[src/rtl/pacman_pkg.sv]
// ============================================================================
// Module      : pacman_pkg
// Description : Shared Pac-Man types and constants (used by mover, ghosts, maze).
// Revision    : 1.0 - initial release
// ============================================================================
`default_nettype none

package pacman_pkg;

    typedef enum logic [1:0] {
        DIR_UP    = 2'b00,
        DIR_LEFT  = 2'b01,
        DIR_DOWN  = 2'b10,
        DIR_RIGHT = 2'b11
    } dir_t;

    localparam logic [1:0] TILE_WALL = 2'b11;

    localparam int TILE_PX    = 8;
    localparam int Y_TILE_OFS = 3;
    localparam int CENTRE_OFS = 3;

    typedef logic [2:0] mover_state_t;
    localparam mover_state_t MV_IDLE    = 3'd0;
    localparam mover_state_t MV_MOVING  = 3'd1;
    localparam mover_state_t MV_STOPPED = 3'd2;
    localparam mover_state_t MV_DYING   = 3'd3;
    localparam mover_state_t MV_DEAD    = 3'd4;

    // Relative rotation: +1 is a left turn, +3 a right turn, +2 a reversal.
    function automatic logic [1:0] rotate_dir(input logic [1:0] d, input logic [1:0] delta);
        rotate_dir = d + delta;
    endfunction

endpackage

`default_nettype wire

[src/rtl/pacman_input_edge.sv]
// ============================================================================
// Module      : pacman_input_edge
// Description : Registered rising-edge detect; a pulse appears one frame after
//               the edge is sampled. rst is asynchronous, active-low.
// Revision    : 1.0 - initial release
// ============================================================================
`default_nettype none

module pacman_input_edge #(
    parameter int WIDTH = 4
) (
    input  logic             clk,
    input  logic             rst,
    input  logic [WIDTH-1:0] i_level,
    output logic [WIDTH-1:0] o_rise
);

    logic [WIDTH-1:0] r_prev;
    logic [WIDTH-1:0] r_rise;

    always_ff @(posedge clk or negedge rst) begin
        if (!rst) begin
            r_prev <= '0;
            r_rise <= '0;
        end else begin
            r_prev <= i_level;
            r_rise <= i_level & ~r_prev;
        end
    end

    assign o_rise = r_rise;

endmodule

`default_nettype wire

[src/rtl/pacman_mover.sv]
// ============================================================================
// Module      : pacman_mover
// Description : Pac-Man movement controller: buffered turns, wall-checked pixel
//               stepping, tunnel wrap and walk/death animation. One frame per clk.
//               Optional: PACMAN_PELLET_STALL_EN (eating a pellet pauses a step).
// Revision    : 1.0 - initial release
// ============================================================================
`default_nettype none

module pacman_mover
    import pacman_pkg::*;
#(
    parameter logic [6:0] START_XTILE  = 7'd14,
    parameter logic [6:0] START_YTILE  = 7'd23,
    parameter logic [9:0] MAZE_W_PX    = 10'd224,
    parameter logic [7:0] SPEED        = 8'd200,
    parameter logic [2:0] ANIM_DIV     = 3'd4,
    parameter logic [7:0] DEATH_FRAMES = 8'd120
) (
    input  logic            clk,
    input  logic            rst,
    input  logic            start,
    input  logic            left,
    input  logic            right,
    input  logic            uturn,
    input  logic            caught,
    input  logic            pellet_eaten,
    input  logic [3:0][1:0] tile_info,
    output logic [9:0]      xloc,
    output logic [9:0]      yloc,
    output logic [1:0]      dir,
    output logic [1:0]      anim,
    output logic            alive,
    output logic [6:0]      xtile,
    output logic [6:0]      ytile
);

    localparam logic [9:0] c_start_x     = 10'(START_XTILE) * 10'(TILE_PX) + 10'(CENTRE_OFS);
    localparam logic [9:0] c_start_y     = (10'(START_YTILE) + 10'(Y_TILE_OFS)) * 10'(TILE_PX)
                                           + 10'(CENTRE_OFS);
    localparam logic [7:0] c_death_phase = DEATH_FRAMES >> 2;

    logic [3:0] w_rise;
    logic       w_start_e, w_left_e, w_right_e, w_uturn_e;

    pacman_input_edge #(.WIDTH(4)) u_edge (
        .clk     (clk),
        .rst     (rst),
        .i_level ({start, left, right, uturn}),
        .o_rise  (w_rise)
    );

    assign {w_start_e, w_left_e, w_right_e, w_uturn_e} = w_rise;

    logic         w_stall;
`ifdef PACMAN_PELLET_STALL_EN
    assign w_stall = pellet_eaten;
`else
    logic w_unused_pellet;
    assign w_unused_pellet = pellet_eaten;
    assign w_stall         = 1'b0;
`endif

    mover_state_t r_state, w_nxt_state;
    logic [9:0]   r_xloc, w_nxt_xloc;
    logic [9:0]   r_yloc, w_nxt_yloc;
    logic [1:0]   r_dir, w_nxt_dir;
    logic [1:0]   r_anim, w_nxt_anim;
    logic         r_alive, w_nxt_alive;
    logic [7:0]   r_acc, w_nxt_acc;
    logic         r_pend_valid, w_nxt_pend_valid;
    logic         r_pend_left, w_nxt_pend_left;
    logic [2:0]   r_adiv, w_nxt_adiv;
    logic [7:0]   r_dcnt, w_nxt_dcnt;
    logic [7:0]   r_dphase, w_nxt_dphase;

    logic         w_centre;
    logic         w_pend_valid, w_pend_left;
    logic [1:0]   w_turn_dir, w_uturn_dir, w_move_dir;
    logic         w_turn_ok;
    logic         w_carry;
    logic [7:0]   w_acc_sum;

    function automatic logic [9:0] step_x(input logic [9:0] x, input logic [1:0] d);
        step_x = x;
        if (d == DIR_LEFT)
            step_x = (x == 10'd0) ? MAZE_W_PX - 10'd1 : x - 10'd1;
        else if (d == DIR_RIGHT)
            step_x = (x == MAZE_W_PX - 10'd1) ? 10'd0 : x + 10'd1;
    endfunction

    function automatic logic [9:0] step_y(input logic [9:0] y, input logic [1:0] d);
        step_y = y;
        if (d == DIR_UP)
            step_y = y - 10'd1;
        else if (d == DIR_DOWN)
            step_y = y + 10'd1;
    endfunction

    assign w_centre     = (r_xloc[2:0] == 3'(CENTRE_OFS)) && (r_yloc[2:0] == 3'(CENTRE_OFS));
    // A fresh request this frame overrides the stored one; right wins a tie.
    assign w_pend_valid = w_left_e | w_right_e | r_pend_valid;
    assign w_pend_left  = w_right_e ? 1'b0 : (w_left_e ? 1'b1 : r_pend_left);
    assign w_turn_dir   = rotate_dir(r_dir, w_pend_left ? 2'd1 : 2'd3);
    assign w_uturn_dir  = rotate_dir(r_dir, 2'd2);
    assign w_turn_ok    = w_pend_valid && (tile_info[w_turn_dir] != TILE_WALL);
    assign {w_carry, w_acc_sum} = {1'b0, r_acc} + {1'b0, SPEED};

    always_comb begin
        w_nxt_state      = r_state;
        w_nxt_xloc       = r_xloc;
        w_nxt_yloc       = r_yloc;
        w_nxt_dir        = r_dir;
        w_nxt_anim       = r_anim;
        w_nxt_alive      = r_alive;
        w_nxt_acc        = r_acc;
        w_nxt_pend_valid = r_pend_valid;
        w_nxt_pend_left  = r_pend_left;
        w_nxt_adiv       = r_adiv;
        w_nxt_dcnt       = r_dcnt;
        w_nxt_dphase     = r_dphase;
        w_move_dir       = r_dir;

        case (r_state)
            MV_IDLE: begin
                if (w_start_e)
                    w_nxt_state = MV_MOVING;
            end

            MV_MOVING, MV_STOPPED: begin
                if (caught) begin
                    w_nxt_state      = MV_DYING;
                    w_nxt_alive      = 1'b0;
                    w_nxt_anim       = 2'd0;
                    w_nxt_dcnt       = 8'd0;
                    w_nxt_dphase     = 8'd0;
                    w_nxt_adiv       = 3'd0;
                    w_nxt_pend_valid = 1'b0;
                end else if (r_state == MV_STOPPED) begin
                    if (w_uturn_e) begin
                        w_nxt_dir        = w_uturn_dir;
                        w_nxt_pend_valid = 1'b0;
                        w_nxt_state      = MV_MOVING;
                    end else if (w_turn_ok) begin
                        w_nxt_dir        = w_turn_dir;
                        w_nxt_pend_valid = 1'b0;
                        w_nxt_state      = MV_MOVING;
                    end else begin
                        w_nxt_pend_valid = w_pend_valid;
                        w_nxt_pend_left  = w_pend_left;
                    end
                end else begin
                    if (r_adiv == ANIM_DIV - 3'd1) begin
                        w_nxt_adiv = 3'd0;
                        w_nxt_anim = r_anim + 2'd1;
                    end else begin
                        w_nxt_adiv = r_adiv + 3'd1;
                    end

                    w_nxt_pend_valid = w_pend_valid;
                    w_nxt_pend_left  = w_pend_left;
                    if (w_uturn_e) begin
                        w_move_dir       = w_uturn_dir;
                        w_nxt_pend_valid = 1'b0;
                    end else if (w_centre && w_turn_ok) begin
                        w_move_dir       = w_turn_dir;
                        w_nxt_pend_valid = 1'b0;
                    end
                    w_nxt_dir = w_move_dir;

                    if (w_centre && (tile_info[w_move_dir] == TILE_WALL)) begin
                        w_nxt_state = MV_STOPPED;
                    end else if (!w_stall) begin
                        w_nxt_acc = w_acc_sum;
                        if (w_carry) begin
                            w_nxt_xloc = step_x(r_xloc, w_move_dir);
                            w_nxt_yloc = step_y(r_yloc, w_move_dir);
                        end
                    end
                end
            end

            MV_DYING: begin
                if (r_dcnt == DEATH_FRAMES - 8'd1) begin
                    w_nxt_state = MV_DEAD;
                end else begin
                    w_nxt_dcnt = r_dcnt + 8'd1;
                    if (r_dphase == c_death_phase - 8'd1) begin
                        w_nxt_dphase = 8'd0;
                        w_nxt_anim   = r_anim + 2'd1;
                    end else begin
                        w_nxt_dphase = r_dphase + 8'd1;
                    end
                end
            end

            MV_DEAD: begin
                if (w_start_e) begin
                    w_nxt_state      = MV_MOVING;
                    w_nxt_xloc       = c_start_x;
                    w_nxt_yloc       = c_start_y;
                    w_nxt_dir        = DIR_LEFT;
                    w_nxt_anim       = 2'd0;
                    w_nxt_alive      = 1'b1;
                    w_nxt_acc        = 8'd0;
                    w_nxt_pend_valid = 1'b0;
                    w_nxt_adiv       = 3'd0;
                end
            end

            default: w_nxt_state = MV_IDLE;
        endcase
    end

    always_ff @(posedge clk or negedge rst) begin
        if (!rst) begin
            r_state      <= MV_IDLE;
            r_xloc       <= c_start_x;
            r_yloc       <= c_start_y;
            r_dir        <= DIR_LEFT;
            r_anim       <= 2'd0;
            r_alive      <= 1'b1;
            r_acc        <= 8'd0;
            r_pend_valid <= 1'b0;
            r_pend_left  <= 1'b0;
            r_adiv       <= 3'd0;
            r_dcnt       <= 8'd0;
            r_dphase     <= 8'd0;
        end else begin
            r_state      <= w_nxt_state;
            r_xloc       <= w_nxt_xloc;
            r_yloc       <= w_nxt_yloc;
            r_dir        <= w_nxt_dir;
            r_anim       <= w_nxt_anim;
            r_alive      <= w_nxt_alive;
            r_acc        <= w_nxt_acc;
            r_pend_valid <= w_nxt_pend_valid;
            r_pend_left  <= w_nxt_pend_left;
            r_adiv       <= w_nxt_adiv;
            r_dcnt       <= w_nxt_dcnt;
            r_dphase     <= w_nxt_dphase;
        end
    end

    assign xloc  = r_xloc;
    assign yloc  = r_yloc;
    assign dir   = r_dir;
    assign anim  = r_anim;
    assign alive = r_alive;
    assign xtile = r_xloc[9:3];
    assign ytile = r_yloc[9:3] - 7'(Y_TILE_OFS);

endmodule

`default_nettype wire
[config.mk]
export PLATFORM = sky130hd
export DESIGN_NAME = pacman_mover
export DESIGN_NICKNAME = d
export VERILOG_FILES = /design/src/rtl/pacman_pkg.sv /design/src/rtl/pacman_input_edge.sv /design/src/rtl/pacman_mover.sv
export SDC_FILE = /design/constraint.sdc
export NUM_CORES = 1
export LEC_CHECK = 0
export CAP_MARGIN = 20
export CORE_ASPECT_RATIO = 1.1
export CORE_MARGIN = 2
export CORE_UTILIZATION = 51
export CTS_CLUSTER_DIAMETER = 40
export DETAILED_ROUTE_END_ITERATION = 10
export GPL_TIMING_DRIVEN = 1
export PLACE_DENSITY = 0.74
export SKIP_LAST_GASP = 1
export SLEW_MARGIN = 30
export SYNTH_ARGS = -nofsm -noshare
export SYNTH_HDL_FRONTEND = slang
export SYNTH_SLANG_ARGS = --single-unit
[constraint.sdc]
create_clock -name clk -period 3.9 [get_ports clk]
set_clock_uncertainty 0.05 [all_clocks]
set_input_delay 0.585 -clock clk [delete_from_list [all_inputs] [get_ports clk]]
set_output_delay 0.585 -clock clk [all_outputs]
set_load 0.005 [all_outputs]
==> key figures <==
GRT
  • Gr usage total: 0.237
  • Grt ovf: 0
  • First-pass GRT wire length: 18.0 mm
  • Vias in the first global route: 3842
  • Initial antenna violation count: 0
  • Largest net degree at the start of global routing: 39

Layout
  • Most common cell after layout, fill and taps aside: nor2_1
  • N_diodes: 0
  • Fin nets: 586
  • Area grow syn2layout: 16.9%
  • Commonest non-fill, non-tap cells in the layout: nor2_1 (53), clkdlybuf4s50_1 (52), dfrtp_1 (50), nand2_1 (44), o21ai_0 (37)
  • Layout cells sized above 1: 0.103

Pwr
  • Lkg Pwr: 2.06 nW
  • Combinational share of power: 0.502
  • Clk pwr share: 0.163
  • Pint: 1.98 mW
  • Max IR drop VDD: 376 uV
  • Switching power: 1.47 mW
  • PwrDens: 670 nW/um^2
  • Sw Ratio: 0.426
  • Sequential power share: 0.336

Clock tree
  • H-Tree Depth: 3
  • Post-CTS Resized: 0
  • Setup bufs post-CTS: 0
  • Sink Count: 62
  • Max Root-Sink Buffers: 2
  • Clock Latency Late Sink: 0.35 ns
  • CTS tree: built
  • CTS Hold Bufs: 0
  • Clock slew seen by the registers of the worst setup and hold paths: 0.07 ns
  • CTS buffer count: 9
  • Clock root buffer: clkbuf_8

STA
  • Tcrit/Tclk final: 0.917
  • Slew @ Worst Pin: 0.769 ns
  • Minimum clock period: 3.58 ns
  • Max-slew violation count: 0
  • Final worst slack: 0.325 ns
  • Setup_tns: 0 ns
  • Relative max-transition margin: 0.486
  • Max Freq: 280 MHz
  • Final Hold Viols: 0
  • Final setup vio count: 0
  • RSZ-0062 raised after global routing: false

Synthesis
  • Xor and xnor area share after synthesis: 0.0318
  • Synth area leader: dfrtp_1
  • Compound-Gate Fraction of Synth Area: 0.231
  • Async SR Flop Fraction: 1.00
  • Post-Syn Instances: 521
  • Multiplexer share of the synthesized area: 0.0358
  • Number of synthesized flops with an enable pin: 0
  • Main combinational cell family by area after synthesis: simple AND/OR/NAND/NOR gates
  • Synth Area in Adders: 0.0313
  • Yosys reg bits: 62
  • Ys flop type: dfrtp_1
  • Mapped cell area: 4400 um^2
  • Distinct cells, synth: 72
  • Top-area cell type share of the netlist area: 0.284
  • Syn Area/Cell: 8.45 um^2
  • Sequential area share after synthesis: 0.356
  • Simple-gate share of the synthesized area: 0.264
  • Yosys warns: 0
  • Synthesized Nets: 548
  • Dominant cells by area after synthesis: dfrtp_1 (28%), dfstp_2 (7.2%), nor2_1 (4.5%), o21ai_0 (4.2%), nand2_1 (3.8%)

Die
  • Die W: 92.6 um
  • Die H: 101 um
  • Area of the die: 9390 um^2
  • Row count: 35
  • Core area: 8360 um^2
  • I/O Pins: 55
  • Initial Utilization: 0.526

Critical path
  • CP arrival: 3.76 ns
  • Reg2reg end: yloc[5]
  • CP dominant cell by count: ha_1
  • CP Launch Type: flip-flop
  • Critical path startpoint: xloc[0]
  • Critical-path top delay cell: dfstp_2
  • R2R Setup Slk: 0.32 ns
  • Crit. End Element: flip-flop
  • FF-to-FF path depth: 10
  • Required time of the critical path: 4.08 ns
  • Max incr delay on CP: 0.58 ns
  • Reg-to-reg critical path startpoint: xloc[0]
  • Critical Path, Cell by Cell: ha_1 > ha_1 > nand4b_4 > nor3_1 > a31oi_1 > a311o_1 > a211oi_4 > or2_0 > a21oi_1 > a211o_1
  • Worst-path fanout max: 6
  • WS Path Type: reg -> reg
  • CP endpoint: yloc[5]

Route
  • Overall routed net length: 10.7 mm
  • # DRC: 0
  • TritonRoute pass-1 iters: 5
  • 1st-iter DRT viols: 247
  • Via Count: 4183
  • Antenna viol nets, final: 0
  • Routed WL per cell: 15.9 um
  • Vias per inst: 6.20

Placement
  • Dpl ws: 0.287 ns
  • DP Wirelength: 7.58 mm
  • Number of port buffers: 53
  • GPL Wtd Cong: 0.891

Min path
  • Worst hold path type: in -> async

Status
  • Outcome: finished, final reports clean

Job
  • Max cap viols: 0
==> stage by stage <==
stage	power [mW]	instances	util	cell area (um^2)	hold WS, ns
2_1_floorplan	2.31	521	-	4400	0.239
3_5_place_dp	2.88	659	0.593	4960	0.344
6_report	3.45	675	0.616	5150	0.148
3_3_place_gp	2.82	659	0.593	4960	0.332
4_1_cts	3.45	675	0.615	5150	0.322
5_1_grt	3.73	675	0.616	5150	0.190
==> cells in the mapped netlist, types with 4 or more instances <==
cell type  count
nor2b_1        8
dfstp_2       12
nor4_1         6
nand3b_1       5
o31ai_1        7
and3_1         9
and2_1         5
or2_2          6
nand2b_1       8
xor2_1         8
nand4_1       12
nand2_1       44
a311oi_1       4
or4_1          4
nand3_1       19
nor3_1        17
clkbuf_1      18
a21oi_1       22
o211ai_1      14
a22o_1         5
dfrtp_1       50
a211oi_1       5
a211o_1        6
buf_2          7
nor2_1        53
mux2i_1        9
mux2_2         5
buf_4          7
o21ai_0       37
or3_1          6
xnor2_1        8
inv_1         17
a31oi_1        7
ha_1          11
==> worst min-delay path by stage <==
| stage | from | endpoint | slack, ns | cells after the start |
|---|---|---|---|---|
| global placement | u_edge.r_prev[1] | u_edge.o_rise[1] | 0.33 | 1 |
| floorplan | rst | anim[0] | 0.24 | 0 |
| global route | rst | dir[1] | 0.19 | 1 |
| detailed placement | u_edge.r_prev[1] | u_edge.o_rise[1] | 0.34 | 1 |
| finish | rst | yloc[9] | 0.15 | 1 |
| CTS | rst | u_edge.r_prev[3] | 0.32 | 1 |
==> sequential cells by signal, indices dropped and copies added, names as in the netlist, 2 cells and up <==
| name | count |
|---|---|
| r_state | 3 |
| r_acc | 5 |
| r_dphase | 8 |
| anim | 2 |
| xloc | 10 |
| r_adiv | 3 |
| r_dcnt | 8 |
| yloc | 10 |
| dir | 2 |
| u_edge.o_rise | 4 |
| u_edge.r_prev | 4 |
==> layout make-up <==
cell class	count	area (um^2)
Clock buffer	12	135
Clock inverter	4	50.0
Timing Repair Buffer	60	581
Fill cell	738	3220
Tap cell	111	139
Sequential cell	62	1570
Inverter	17	63.8
Multi-Input combinational cell	409	2610
==> metal layers <==
metal,part of all wire,up-vias,GRT usage
met5,0,-,0
met4,0.023,0,0.101
met3,0.052,28,0.0432
met2,0.48,138,0.390
met1,0.45,2006,0.308
li1,-,2011,-
==> power by group through the flow <==
stage | Clock [mW] | Combinational, mW | Sequential, mW
floorplan | 0 | 1.31 | 1.01
detailed placement | 0 | 1.71 | 1.17
CTS | 0.570 | 1.73 | 1.15
global placement | 0 | 1.66 | 1.16
global route | 0.600 | 1.93 | 1.20
finish | 0.560 | 1.73 | 1.16
==> worst max-delay path: cells and delay by family (launching register included) <==
family	cells	cell delay, ns
fa+ha+maj	2	0.46
simple gates	3	0.91
compound gates	5	1.46
flops	1	0.58
==> kinds of logic after synthesis <==
logic type	Yosys count
flip-flops	62
multiplexers	15
XOR/XNOR	16
buffers and inverters	50
AND/OR/NAND/NOR	220
AO/OA/AOI/OAI	147
adder cells (fa/ha/maj)	11
Power figures use the tool's default switching activity.
